==> src/rtl/ifu_pkg.sv <==
// Shared types and address-map constants for the instruction fetch unit.
package ifu_pkg;

  localparam logic [31:0] RESET_PC = 32'h0000_3000;
  localparam logic [31:0] PC_LO    = 32'h0000_3000;
  localparam logic [31:0] PC_HI    = 32'h0000_3FFC;

  typedef struct packed {
    logic [31:0] pc;
    logic [31:0] instr;
    logic        fault;
  } fetch_entry_t;

  typedef enum logic {
    FETCH = 1'b0,
    HALT  = 1'b1
  } fetch_state_e;

endpackage

==> src/rtl/fetch_queue.sv <==
// Two-entry instruction FIFO with flush; entry 0 is the registered head.
module fetch_queue
  import ifu_pkg::*;
(
  input  logic         clk,
  input  logic         reset,
  input  logic         flush,
  input  logic         enq,
  input  fetch_entry_t enq_entry,
  input  logic         deq,
  output logic [1:0]   count,
  output logic         head_valid,
  output fetch_entry_t head
);

  fetch_entry_t e0;
  fetch_entry_t e1;

  // Flush wins over everything; a full queue may shift and refill in one cycle.
  always_ff @(posedge clk or posedge reset) begin
    if (reset) begin
      count <= 2'd0;
      e0    <= '0;
      e1    <= '0;
    end else if (flush) begin
      count <= 2'd0;
    end else begin
      case ({enq, deq})
        2'b11: begin
          if (count == 2'd2) begin
            e0 <= e1;
            e1 <= enq_entry;
          end else begin
            e0 <= enq_entry;
          end
        end
        2'b10: begin
          if (count == 2'd0) e0 <= enq_entry;
          else               e1 <= enq_entry;
          count <= count + 2'd1;
        end
        2'b01: begin
          e0    <= e1;
          count <= count - 2'd1;
        end
        default: ;
      endcase
    end
  end

  assign head_valid = (count != 2'd0);
  assign head       = e0;

endmodule

==> src/rtl/ifu_fetch_ctrl.sv <==
// Fetch controller: owns the fetch PC, reads IM combinationally and feeds a
// two-entry queue toward decode; redirects flush, bad PCs yield a fault entry.
module ifu_fetch_ctrl #(
  parameter logic [31:0] RESET_PC = ifu_pkg::RESET_PC,
  parameter logic [31:0] PC_LO    = ifu_pkg::PC_LO,
  parameter logic [31:0] PC_HI    = ifu_pkg::PC_HI
) (
  input  logic        clk,
  input  logic        reset,
  output logic [12:2] im_addr,
  input  logic [31:0] im_dout,
  input  logic        redirect_valid,
  input  logic [31:0] redirect_pc,
  output logic        out_valid,
  input  logic        out_ready,
  output logic [31:0] out_instr,
  output logic [31:0] out_pc,
  output logic        out_fault
);

  import ifu_pkg::*;

  logic [31:0]  fpc;
  logic [31:0]  fpc_nx;
  fetch_state_e state;
  fetch_state_e state_nx;
  logic [1:0]   count;
  logic         deq;
  logic         space;
  logic         bad;
  logic         enq;
  fetch_entry_t enq_entry;
  fetch_entry_t head;

  assign im_addr = fpc[12:2];
  assign deq     = out_valid & out_ready;
  assign space   = (count < 2'd2) | deq;
  assign bad     = (fpc < PC_LO) | (fpc > PC_HI) | (fpc[1:0] != 2'b00);

  assign enq_entry.pc    = fpc;
  assign enq_entry.instr = bad ? 32'd0 : im_dout;
  assign enq_entry.fault = bad;

  always_ff @(posedge clk or posedge reset) begin
    if (reset) begin
      fpc   <= RESET_PC;
      state <= FETCH;
    end else begin
      fpc   <= fpc_nx;
      state <= state_nx;
    end
  end

  // A fault entry parks the fetcher in HALT until a redirect restarts it.
  always_comb begin
    fpc_nx   = fpc;
    state_nx = state;
    enq      = 1'b0;
    if (redirect_valid) begin
      fpc_nx   = redirect_pc;
      state_nx = FETCH;
    end else if (state == FETCH && space) begin
      enq = 1'b1;
      if (bad) state_nx = HALT;
      else     fpc_nx   = fpc + 32'd4;
    end
  end

  fetch_queue u_queue (
    .clk        (clk),
    .reset      (reset),
    .flush      (redirect_valid),
    .enq        (enq),
    .enq_entry  (enq_entry),
    .deq        (deq & ~redirect_valid),
    .count      (count),
    .head_valid (out_valid),
    .head       (head)
  );

  assign out_pc    = head.pc;
  assign out_instr = head.instr;
  assign out_fault = head.fault;

endmodule

==> config.mk <==
export PLATFORM = sky130hd
export DESIGN_NAME = ifu_fetch_ctrl
export DESIGN_NICKNAME = d
export VERILOG_FILES = /design/src/rtl/ifu_pkg.sv /design/src/rtl/fetch_queue.sv /design/src/rtl/ifu_fetch_ctrl.sv
export SDC_FILE = /design/constraint.sdc
export NUM_CORES = 1
export LEC_CHECK = 0
export CAP_MARGIN = 20
export CORE_UTILIZATION = 30
export CTS_CLUSTER_DIAMETER = 50
export DETAILED_ROUTE_END_ITERATION = 10
export DONT_BUFFER_PORTS = 1
export SYNTH_ARGS = -nofsm -noshare
export SYNTH_HDL_FRONTEND = slang
export SYNTH_HIERARCHICAL = 1
export SYNTH_SLANG_ARGS = --single-unit
==> constraint.sdc <==
create_clock -name clk -period 10.8 [get_ports clk]
set_input_delay 2.7 -clock clk [delete_from_list [all_inputs] [get_ports clk]]
set_output_delay 2.7 -clock clk [all_outputs]
set_load 0.005 [all_outputs]
## Yosys cells after proc, flatten, opt, wreduce, memory -nomap -nowiden

Cells that the tools add are included.

| word-level totals | value |
|---|---|
| register bits after elaboration | 165 |
| input port bits | 68 |
| output and inout bits | 77 |
| logic and storage cells | 60 |

| operators by class | value |
|---|---|
| add/subtract/negate cells | 3 |
| $lt $le $gt $ge | 3 |
| eq/ne operators | 8 |
| mux-type cells | 17 |
| bitwise gates (word level) | 7 |
| reductions and logical operators | 13 |

Operator list:

| kind | number |
|---|---|
| 65-bit 2-to-1 mux | 4 |
| 65-bit case mux with 3 select lines | 1 |
| 65-bit case mux with 2 select lines | 1 |
| 32-bit 2-to-1 mux | 4 |
| 32-bit by 3-bit adder with 32-bit output (second input constant) | 1 |
| 32-bit by 14-bit greater-than comparator with 1-bit output (second input constant) | 1 |
| 32-bit by 14-bit less-than comparator with 1-bit output (second input constant) | 1 |
| 2-bit nonzero test | 5 |
| 2-bit == test (second input constant) | 3 |
| 3-bit nonzero test | 2 |
| 1-bit 2-to-1 mux | 5 |
| 2-bit by 1-bit != test with 1-bit output (second input constant) | 2 |
| 2-bit != test (second input constant) | 2 |
| 2-bit case mux with 2 select lines | 1 |
| 2-bit AND reduction | 2 |
| 4-bit AND reduction | 1 |
| 1-bit bitwise OR | 3 |
| 3-bit AND reduction | 1 |
| 2-bit by 1-bit adder with 2-bit output (second input constant) | 1 |
| 1-bit AND | 2 |
| 2-bit by 1-bit == test with 1-bit output (second input constant) | 1 |
| 2-bit zero test | 1 |
| 2-bit less-than comparator (second input constant) | 1 |
| 2-bit 2-to-1 mux | 1 |
| other kinds (3) | 4 |

## Longest topological paths before layout

Gate-level depths: netlist of the first run.

| depth | value |
|---|---|
| depth after elaboration | 9 |
| mapped depth | 14 |
| gate-level depth less buffers | 9 |

## By module

The synthesis of the first run kept the hierarchy.

Modules (own cells, without submodules):

| module | instances | cells each | area an instance (um^2) |
|---|---|---|---|
| fetch_queue | 1 | 624 | 7,016.7 |
| ifu_fetch_ctrl | 1 | 207 | 2,000.7 |

## Least setup slack after synthesis of the first run

OpenSTA, ideal clock, no wires.

| timing path | value |
|---|---|
| kind | input -> register |
| from | in redirect_valid |
| to | reg u_queue/e1[0] in the netlist's numbering |
| arrival | 5.009 ns |
| path slack | 5.666 ns |
| stages | 11 |
| path through | buf_1 > clkinv_1 > clkbuf_1 > and3_1 > inv_1 > ha_1 > o22ai_1 > a211oi_1 > buf_2 > buf_4 > mux2_2 |

| between the ends | value |
|---|---|
| longest elaborated chain between the ends | 5 |
| elaborated cells between the ends (all ways) | 10 |
| those cells by class | eq/ne: 4; mux: 2; bitwise: 2; reduce/logical: 2 |

RTL lines:

| what | line | source |
|---|---|---|
| start: declaration | ifu_fetch_ctrl.sv:12 | `input logic redirect_valid,` |
| 1-bit NOT (no source line) | n/a |  |
| 1-bit AND | ifu_fetch_ctrl.sv:75 | `.deq (deq & ~redirect_valid),` |
| 2-bit == test | fetch_queue.sv:28 | `case ({enq, deq})` |
| 2-bit != test (no source line), or another cell as far along | n/a |  |
| 4-bit AND reduction (no source line) | n/a |  |
| end signal: assignment | fetch_queue.sv:32 | `e1 <= enq_entry;` |
| end signal: assignment | fetch_queue.sv:39 | `else e1 <= enq_entry;` |
| end: declaration | fetch_queue.sv:17 | `fetch_entry_t e1;` |

Several ways; a longest one is shown, not always the timed one.
A chain may end at the register's enable or synchronous reset.

## Worst setup path in the final report of the first run

| timing path | value |
|---|---|
| from | in redirect_valid |
| to | reg u_queue.e0 (netlist bit u_queue/head[41]) |

| between the ends | value |
|---|---|
| longest elaborated chain between the ends | 5 |
| elaborated cells between the ends (all ways) | 10 |
| those cells by class | eq/ne: 4; mux: 2; bitwise: 2; reduce/logical: 2 |

RTL lines:

| what | line | source |
|---|---|---|
| 1-bit NOT (no source line) | n/a |  |
| 1-bit AND | ifu_fetch_ctrl.sv:75 |  |
| 2-bit == test / 2-bit by 1-bit == test with 1-bit output (equally long branches) | fetch_queue.sv:28 |  |
| 2-bit by 1-bit != test with 1-bit output (no source line) / 3-bit nonzero test (equally long branches) | n/a |  |
| 3-bit AND reduction (no source line) | n/a |  |
| end signal: assignment | fetch_queue.sv:34 | `e0 <= enq_entry;` |
| end signal: assignment | fetch_queue.sv:38 | `if (count == 2'd0) e0 <= enq_entry;` |
| end: declaration | fetch_queue.sv:16 | `fetch_entry_t e0;` |

Several ways; a longest one is shown, not always the timed one.

==> results of run 1 <==
per-stage QoR:
stage | util | std cells
5_1_grt | 0.329 | 1165
2_1_floorplan | - | 831
6_report | 0.329 | 1166
3_5_place_dp | 0.308 | 1133
4_1_cts | 0.329 | 1165
3_3_place_gp | 0.308 | 1133
registers in the layout, indices dropped and copies added, names as in the netlist:
| register | count |
|---|---|
| u_queue/head | 65 |
| state | 1 |
| u_queue/e1 | 65 |
| u_queue/count | 2 |
| fpc | 32 |
power breakdown:
group / total (mW) / switching, mW / internal [mW] / leakage [nW]
clock: 0.627 / 0.289 / 0.338 / 0.296
sequential: 0.934 / 0.155 / 0.779 / 2.09
combinational: 0.379 / 0.214 / 0.165 / 1.78
routing by layer:
metal  vias to the layer above  share of wire  GRT usage  wire (µm)
met5                         -              0          0          0
met4                         0         0.0060     0.0257        167
met3                        12          0.087     0.0580       2410
met2                       259           0.48      0.301      13500
met1                      3596           0.42      0.239      11800
li1                       3124              -          -          -
placed cells by master (no fill, tap or decap), types with 3 or more instances in the layout:
master                      instances
sky130_fd_sc_hd__dfrtp_1          161
sky130_fd_sc_hd__nor2_1            17
sky130_fd_sc_hd__a211oi_1          65
sky130_fd_sc_hd__and3b_1           65
sky130_fd_sc_hd__ha_1               3
sky130_fd_sc_hd__o31ai_1           72
sky130_fd_sc_hd__a21oi_1            4
sky130_fd_sc_hd__nand4_1            5
sky130_fd_sc_hd__buf_4             15
sky130_fd_sc_hd__or2_2              3
sky130_fd_sc_hd__and3_1            34
sky130_fd_sc_hd__or4_1              8
sky130_fd_sc_hd__nor4_1             8
sky130_fd_sc_hd__ha_2               3
sky130_fd_sc_hd__a221oi_1          65
sky130_fd_sc_hd__nand3_1            7
sky130_fd_sc_hd__mux2_2            85
sky130_fd_sc_hd__nor3_1             3
sky130_fd_sc_hd__inv_8              4
sky130_fd_sc_hd__o21ai_0           66
sky130_fd_sc_hd__nand2_1            4
sky130_fd_sc_hd__inv_6              5
sky130_fd_sc_hd__clkbuf_16         17
sky130_fd_sc_hd__a31oi_1            8
sky130_fd_sc_hd__inv_1              6
Yosys cell counts, drive strengths merged (3+ instances only):
cell type | instances | area [µm²]
ha | 6 | 75.1
a211oi | 66 | 495
a31oi | 8 | 50.1
nor3 | 3 | 15.0
o31ai | 72 | 541
dfrtp | 163 | 4080
and3 | 34 | 213
and3b | 65 | 569
nor2 | 17 | 63.8
nand2 | 4 | 15.0
a21oi | 4 | 20.0
a221oi | 65 | 569
or2 | 3 | 18.8
nand3 | 7 | 35.0
or4 | 10 | 77.6
nor4 | 8 | 50.1
inv | 8 | 30.0
buf | 32 | 240
clkbuf | 71 | 267
o21ai | 66 | 330
nand4 | 6 | 43.8
mux2 | 85 | 957
path summary, 6_finish.rpt:
| check | from | to | slack (ns) | cells past startpoint |
|---|---|---|---|---|
| max in group asynchronous | reset | u_queue/head[60] | 7.18 | 2 |
| worst min-delay path | u_queue/e1[24] | u_queue/e1[24] | 0.53 | 1 |
| worst max-delay path | redirect_valid | u_queue/head[41] | 4.36 | 10 |
| min in group asynchronous | reset | u_queue/e1[52] | 2.20 | 1 |
| worst max register to register | u_queue/count[1] | u_queue/head[41] | 5.57 | 12 |
| worst min register to register | u_queue/e1[24] | u_queue/e1[24] | 0.53 | 1 |
logic make-up after synthesis:
kind of cell | after synthesis
adder cells (fa/ha/maj) | 6
AND/OR/NAND/NOR | 166
AO/OA/AOI/OAI | 294
flip-flops | 165
XOR/XNOR | 1
multiplexers | 87
buffers and inverters | 112
layout make-up:
| type | count | area (µm²) | share of cell area |
|---|---|---|---|
| Inverter | 9 | 38.8 | 0.00398 |
| Multi-Input combinational cell | 554 | 4370 | 0.448 |
| Antenna cell | 1 | 2.50 | 0.000257 |
| Clock buffer | 19 | 443 | 0.0454 |
| Clock inverter | 13 | 160 | 0.0164 |
| Sequential cell | 165 | 4130 | 0.424 |
| Tap cell | 390 | 488 | 0.0501 |
| Timing Repair Buffer | 15 | 113 | 0.0116 |
worst register-to-register path, delay by kind of cell (launching register included):
| family | cells | cell delay, ns |
|---|---|---|
| AOI/OAI and AO/OA | 3 | 0.63 |
| adders and majority gates | 1 | 0.22 |
| buffers and inverters | 4 | 2.40 |
| DFF | 1 | 0.34 |
| and+or+nand+nor | 4 | 1.51 |
==> metrics.json, run 1 <==
{
  "global_routing": {
    "overflow": 0,
    "grt_max_degree": 74,
    "first_global_vias": 6957,
    "global_route.usage.total": 0.183,
    "grt_antenna_before_repair": 1,
    "first_pass_grt_wire_length_um": 43600
  },
  "timing": {
    "grt_setup_unrepaired": "false",
    "finClkSkew_ns": 0.0126,
    "maxClockFrequency_mhz": 155,
    "final.period_utilization": 0.596,
    "timing_worst_slew_pin_value_ns": 0.932,
    "worst_hold_slack_ns": 0.528,
    "final_period_minus_worst_setup_slack_ns": 6.44,
    "maxSlewHeadroom": 0.379,
    "finalMaxSlewViolations": 0,
    "post-route-worst-setup-slack_ns": 4.36,
    "report.final.setup_viol": 0,
    "hold_violations": 0,
    "setup_total_negative_slack_ns": 0
  },
  "worst_hold_path": {
    "worst_hold_path_type": "reg2reg"
  },
  "cells_and_area": {
    "design_area_mm2": 0.00975,
    "fillerInstances": 3034,
    "layout-drive-gt1-share": 0.197,
    "design.final.nets": 836,
    "area.growth.synth_to_final_pct": 8.10
  },
  "clock_network": {
    "worst_setup_hold_path_clk_slew_ns": 0.07,
    "clock_tree.htree_level_count": 4,
    "cts_repair_resize_count": 0,
    "cts_tree": "yes",
    "clockBufferDepth": 2,
    "clock_latency_of_the_later_clocked_register_in_the_worst_skew_pair_ns": 0.43,
    "ctsRootBufferMaster": "sky130_fd_sc_hd__clkbuf_16",
    "postCtsHoldBufs": 0,
    "cts_buffers": 17,
    "clkSinkCount": 165,
    "post_cts.repair.setup_buffers": 0
  },
  "placed_design": {
    "dpl_worst_slack_ns": 3.96,
    "dpl-instance-area_mm2": 0.00914,
    "dpl.hpwl_um": 16000,
    "placement.io_buffers": 0,
    "gp_congestion": 0.759
  },
  "yosys": {
    "ys.warnings.count": 6,
    "synth_fa_ha_area_frac": 0.00833,
    "syn-mean-instance-area_um2": 10.9,
    "synth.distinct_cells": 49,
    "synth_xor_xnor_area_share": 0.000971,
    "yosys_most_used_dff": "sky130_fd_sc_hd__dfrtp_1",
    "synth_sequential_area_ratio": 0.458,
    "compound_gate_portion_of_the_synthesized_area": 0.234,
    "synth-edff-count": 0,
    "synth_top_family_by_area": "compound AO/OA/AOI/OAI gates",
    "synth_cells": 831,
    "net_count_of_the_mapped_netlist": 905,
    "summed_instance_area_of_the_synthesized_netlist_mm2": 0.00902,
    "synthSimpleGateAreaFrac": 0.130,
    "synth.ff_latch_count": 165,
    "mux_share_of_post_synthesis_cell_area": 0.108,
    "synth_async_sr_flop_share": 1.00
  },
  "route": {
    "num_vias": 6991,
    "detail-route-antenna-nets": 0,
    "drt_first_iter_violations": 607,
    "detail_routed_via_count_per_cell": 6.00,
    "routed_wirelength_um": 27900,
    "route.detailed.wl_per_inst_um": 23.9,
    "route.detailed.drc": 0,
    "detailedRoute.firstPassIterationCount": 5
  },
  "setup_path": {
    "crit_path_category": "in2reg",
    "endpoint_kind": "register",
    "worstSetupStartpointType": "input pin",
    "crit_path_top_delay_cell": "sky130_fd_sc_hd__or2_2",
    "cp_cell_sequence": "clkinv_1 > and3_1 > inv_1 > ha_2 > buf_4 > o21a_2 > buf_4 > or2_2 > buf_4 > o31ai_1",
    "crit_path_frequent_cell": "sky130_fd_sc_hd__buf_4",
    "critPathBufInv": 5,
    "critPathTopFamily": "buffers and inverters",
    "path_max_fanout": 66,
    "slowest_delay_ns": 0.77,
    "critical_path_required_ns": 11.09,
    "worst_ep_arrival_time_ns": 6.73
  },
  "floorplan": {
    "io-pin-count": 145,
    "dieWidth_um": 175,
    "fp.coreArea_mm2": 0.0296,
    "initial_utilization": 0.304,
    "fp.dieH_um": 175,
    "die_area_mm2": 0.0308,
    "row_count": 63
  },
  "power": {
    "pwr_density_cell_mw_per_mm2": 199,
    "totalPowerFinal_mw": 1.94,
    "peakVddDrop_mv": 0.0949,
    "power.static_leakage_nw": 4.16
  },
  "flow_run": {
    "max_cap_violations": 0
  },
  "run_status": {
    "status": "complete, no violations"
  }
}
No activity file was read; power rests on OpenSTA's default activity.
==> run 2: changes to the inputs <==
- clock period: 10.8 -> 6.1 ns (I/O delays scaled with it)
==> metrics.json, run 2 (synthesis results as in run 1) <==
{
  "run_status": {
    "status": "complete, no violations"
  },
  "route": {
    "route.detailed.wl_per_inst_um": 23.8,
    "detail_routed_via_count_per_cell": 5.94,
    "routed_wirelength_um": 27900,
    "detailedRoute.firstPassIterationCount": 5,
    "detail-route-antenna-nets": 0,
    "num_vias": 6955,
    "drt_first_iter_violations": 490,
    "route.detailed.drc": 0
  },
  "floorplan": {
    "die_area_mm2": 0.0308,
    "row_count": 63,
    "fp.dieH_um": 175,
    "initial_utilization": 0.304,
    "fp.coreArea_mm2": 0.0296,
    "io-pin-count": 145,
    "dieWidth_um": 175
  },
  "timing": {
    "finalMaxSlewViolations": 0,
    "final.period_utilization": 0.618,
    "grt_setup_unrepaired": "false",
    "hold_violations": 0,
    "timing_worst_slew_pin_value_ns": 0.864,
    "final_period_minus_worst_setup_slack_ns": 3.77,
    "finClkSkew_ns": 0.0153,
    "setup_total_negative_slack_ns": 0,
    "maxSlewHeadroom": 0.424,
    "report.final.setup_viol": 0,
    "maxClockFrequency_mhz": 265
  },
  "cells_and_area": {
    "layoutNonFillerInstCount": 1171,
    "area.growth.synth_to_final_pct": 7.94,
    "most_common_cell_after_layout_fill_and_taps_aside": "sky130_fd_sc_hd__dfrtp_1",
    "design.final.nets": 839,
    "layout_common_cells": "161 x sky130_fd_sc_hd__dfrtp_1, 85 x sky130_fd_sc_hd__mux2_2, 72 x sky130_fd_sc_hd__o31ai_1",
    "design_area_mm2": 0.00973,
    "layout-drive-gt1-share": 0.199
  },
  "clock_network": {
    "post_cts.repair.setup_buffers": 0,
    "worst_setup_hold_path_clk_slew_ns": 0.07,
    "cts_tree": "yes",
    "clkSinkCount": 165,
    "ctsRootBufferMaster": "sky130_fd_sc_hd__clkbuf_16",
    "clockBufferDepth": 2,
    "postCtsHoldBufs": 0,
    "cts_buffers": 17,
    "clock_latency_of_the_later_clocked_register_in_the_worst_skew_pair_ns": 0.44,
    "cts_repair_resize_count": 0,
    "clock_tree.htree_level_count": 4
  },
  "setup_path": {
    "r2r_slack_ns": 2.58,
    "r2r_start": "u_queue/count[1]",
    "reg2regPathDepth": 10,
    "cp_cell_sequence": "clkinv_1 > and3_1 > inv_1 > ha_2 > inv_2 > buf_4 > a221oi_1 > o31ai_1",
    "reg2reg_to": "u_queue/head[34]",
    "timing.critical_path.to": "u_queue/head[34]",
    "crit_path_top_delay_cell": "sky130_fd_sc_hd__inv_2",
    "crit_path_category": "in2reg",
    "critical_path_required_ns": 6.43,
    "path_max_fanout": 41,
    "worstSetupStartpointType": "input pin",
    "endpoint_kind": "register",
    "slowest_delay_ns": 0.62,
    "setup.worst_path.start": "redirect_valid",
    "worst_ep_arrival_time_ns": 4.11
  },
  "placed_design": {
    "gp_congestion": 0.744,
    "placement.io_buffers": 0,
    "dpl-instance-area_mm2": 0.00918,
    "numPlacedInstances": 1136,
    "dpl.hpwl_um": 16400
  },
  "power": {
    "power.static_leakage_nw": 4.14,
    "pwr_density_cell_mw_per_mm2": 346,
    "pwr-share-comb": 0.201,
    "peakVddDrop_mv": 0.173,
    "switching_share": 0.344,
    "totalPowerFinal_mw": 3.37,
    "clock_group_share_of_total_power": 0.306,
    "p_sw_mw": 1.16,
    "seq_power_share": 0.493,
    "p_int_mw": 2.21
  },
  "flow_run": {
    "max_cap_violations": 0
  },
  "global_routing": {
    "overflow": 0,
    "global_route.usage.total": 0.183,
    "grt_max_degree": 87,
    "first_pass_grt_wire_length_um": 43400,
    "first_global_vias": 6836,
    "grt_antenna_before_repair": 4
  },
  "worst_hold_path": {
    "worst_hold_path_type": "reg2reg"
  }
}
==> run 2: layout make-up <==
type,instances,area (µm²)
clock buffers,19,433
clock inverters,13,115
multi-input cells,554,4370
well taps,390,488
flip-flops and latches,165,4130
inverters,9,38.8
repair buffers,18,148
diodes,3,7.51
fillers,3074,19900
==> run 2: how the worst min path moves through the flow <==
| stage | start | end | slack (ns) | depth (start not counted) |
|---|---|---|---|---|
| floorplan | u_queue/e1[29] | u_queue/e1[29] | 0.50 | 1 |
| global placement | u_queue/e1[26] | u_queue/e1[26] | 0.51 | 1 |
| detailed placement | u_queue/e1[39] | u_queue/e1[39] | 0.52 | 1 |
| CTS | u_queue/e1[39] | u_queue/e1[39] | 0.53 | 1 |
| global route | u_queue/e1[25] | u_queue/e1[25] | 0.55 | 1 |
| finish | u_queue/e1[33] | u_queue/e1[33] | 0.53 | 1 |
==> run 2: power groups by stage <==
stage / logic [mW] / clock network (mW) / registers [mW]
final: 0.676 / 1.03 / 1.66
after global routing: 0.749 / 1.11 / 1.71
after detailed placement: 0.678 / 0 / 1.69
after global placement: 0.655 / 0 / 1.68
after floorplan: 0.558 / 0 / 1.56
after CTS: 0.678 / 1.06 / 1.67
==> run 2: metrics by stage <==
stage,utilization,setup slack [ns],hold slack (ns)
after floorplan,-,1.05,0.496
after global placement,0.309,2.00,0.506
after detailed placement,0.310,1.88,0.516
after CTS,0.328,2.37,0.530
after global routing,0.328,2.14,0.547
final,0.328,2.33,0.529
==> run 2: layer usage <==
metal	vias to the layer above	GRT usage	wire (µm)
li1	3143	-	-
met1	3535	0.242	12100
met2	253	0.291	13300
met3	24	0.0491	2070
met4	0	0.0598	420
met5	-	0	0
==> run 2: critical path: cells and delay by family <==
kind | cells | cell delay (ns)
adders and majority gates | 1 | 0.30
buffers and inverters | 4 | 1.58
AOI/OAI and AO/OA | 2 | 0.33
and+or+nand+nor | 1 | 0.35
==> run 3: changes to the inputs <==
- clock period: 6.1 -> 3.9 ns (I/O delays scaled with it)
==> metrics.json, run 3 (synthesis results as in run 1) <==
{
  "timing": {
    "report.final.setup_viol": 0,
    "finalMaxSlewViolations": 0,
    "finClkSkew_ns": 0.0154,
    "grt_setup_unrepaired": "false",
    "final_period_minus_worst_setup_slack_ns": 3.08,
    "timing_worst_slew_pin_value_ns": 0.901,
    "setup_total_negative_slack_ns": 0,
    "maxSlewHeadroom": 0.399,
    "post-route-worst-setup-slack_ns": 0.818,
    "maxClockFrequency_mhz": 324,
    "hold_violations": 0,
    "final.period_utilization": 0.790
  },
  "route": {
    "detailedRoute.firstPassIterationCount": 5,
    "detail-route-antenna-nets": 0,
    "num_vias": 7073,
    "drt_first_iter_violations": 485,
    "route.detailed.wl_per_inst_um": 24.4,
    "routed_wirelength_um": 28600,
    "detail_routed_via_count_per_cell": 6.04,
    "route.detailed.drc": 0
  },
  "setup_path": {
    "endpoint_kind": "register",
    "worstSetupStartpointType": "register",
    "worst_ep_arrival_time_ns": 3.40,
    "path_max_fanout": 37,
    "critical_path_required_ns": 4.22,
    "crit_path_category": "reg2reg"
  },
  "placed_design": {
    "dpl_worst_slack_ns": 0.549,
    "placement.io_buffers": 0,
    "numPlacedInstances": 1138,
    "dpl-instance-area_mm2": 0.00923,
    "gp_congestion": 0.755,
    "dpl.hpwl_um": 16600
  },
  "cells_and_area": {
    "layout-drive-gt1-share": 0.203,
    "fillerInstances": 3035,
    "design_area_mm2": 0.00985,
    "layout_common_cells": "161 x sky130_fd_sc_hd__dfrtp_1, 85 x sky130_fd_sc_hd__mux2_2, 72 x sky130_fd_sc_hd__o31ai_1",
    "most_common_cell_after_layout_fill_and_taps_aside": "sky130_fd_sc_hd__dfrtp_1",
    "design.final.nets": 841,
    "area.growth.synth_to_final_pct": 9.19,
    "layoutNonFillerInstCount": 1171
  },
  "floorplan": {
    "io-pin-count": 145,
    "initial_utilization": 0.304,
    "fp.dieH_um": 175,
    "row_count": 63,
    "die_area_mm2": 0.0308,
    "fp.coreArea_mm2": 0.0296,
    "dieWidth_um": 175
  },
  "clock_network": {
    "worst_setup_hold_path_clk_slew_ns": 0.07,
    "clock_tree.htree_level_count": 4,
    "cts_buffers": 17,
    "post_cts.repair.setup_buffers": 0,
    "cts_tree": "yes",
    "clockBufferDepth": 2,
    "clock_latency_of_the_later_clocked_register_in_the_worst_skew_pair_ns": 0.43,
    "clkSinkCount": 165,
    "postCtsHoldBufs": 0,
    "cts_repair_resize_count": 0,
    "ctsRootBufferMaster": "sky130_fd_sc_hd__clkbuf_16"
  },
  "global_routing": {
    "global_route.usage.total": 0.187,
    "first_global_vias": 7180,
    "overflow": 0,
    "grt_antenna_before_repair": 2,
    "grt_max_degree": 73,
    "first_pass_grt_wire_length_um": 44500
  },
  "power": {
    "peakVddDrop_mv": 0.253,
    "power.static_leakage_nw": 4.20,
    "pwr_density_cell_mw_per_mm2": 553,
    "totalPowerFinal_mw": 5.45
  },
  "worst_hold_path": {
    "worst_hold_path_type": "in2async"
  },
  "run_status": {
    "status": "complete, no violations"
  },
  "flow_run": {
    "max_cap_violations": 0
  }
}
-- run 3: area by class of cell --
type | instances | area (µm²) | area share
flip-flops and latches | 165 | 4130 | 0.420
inverters | 9 | 37.5 | 0.00381
repair buffers | 20 | 200 | 0.0203
multi-input cells | 554 | 4370 | 0.444
clock inverters | 13 | 171 | 0.0174
well taps | 390 | 488 | 0.0496
clock buffers | 19 | 443 | 0.0450
diodes | 1 | 2.50 | 0.000254
-- run 3: metrics by stage --
step,util,hold WS [ns]
global placement,0.311,0.505
finish,0.332,0.413
global route,0.332,0.440
CTS,0.332,0.411
floorplan,-,0.496
detailed placement,0.311,0.514
-- run 3: layer usage --
layer | part of all wire | routed length, µm | up-vias | global-route usage
li1 | - | - | 3147 | -
met1 | 0.44 | 12400 | 3643 | 0.245
met2 | 0.47 | 13500 | 253 | 0.298
met3 | 0.080 | 2290 | 28 | 0.0530
met4 | 0.013 | 363 | 2 | 0.0576
met5 | 0.00028 | 8 | - | 0
-- run 3: where the power goes --
group          switching (mW)  internal, mW
registers               0.434          2.16
clock network           0.741          1.04
logic                   0.606         0.470
-- run 3: path summary, 6_finish.rpt --
check | from | end | slack (ns) | cells after the start
setup / recovery | u_queue/count[0] | u_queue/head[47] | 0.82 | 10
min in group clk | u_queue/e1[16] | u_queue/e1[16] | 0.53 | 1
hold reg to reg | u_queue/e1[16] | u_queue/e1[16] | 0.53 | 1
setup reg to reg | u_queue/count[0] | u_queue/head[47] | 0.82 | 10
max in group asynchronous | reset | u_queue/head[19] | 2.55 | 2
hold / removal | reset | fpc[20] | 0.41 | 1
-- run 3: critical path: stages, from the launching register on --
cell and delay (ns):
sky130_fd_sc_hd__dfrtp_2 0.40, sky130_fd_sc_hd__or2_2 0.35, sky130_fd_sc_hd__a21bo_2 0.25, sky130_fd_sc_hd__nand2_1 0.17, sky130_fd_sc_hd__nor2_1 0.12, sky130_fd_sc_hd__inv_1 0.10
sky130_fd_sc_hd__ha_2 0.28, sky130_fd_sc_hd__inv_2 0.58, sky130_fd_sc_hd__buf_4 0.39, sky130_fd_sc_hd__a221oi_1 0.09, sky130_fd_sc_hd__o31ai_1 0.25
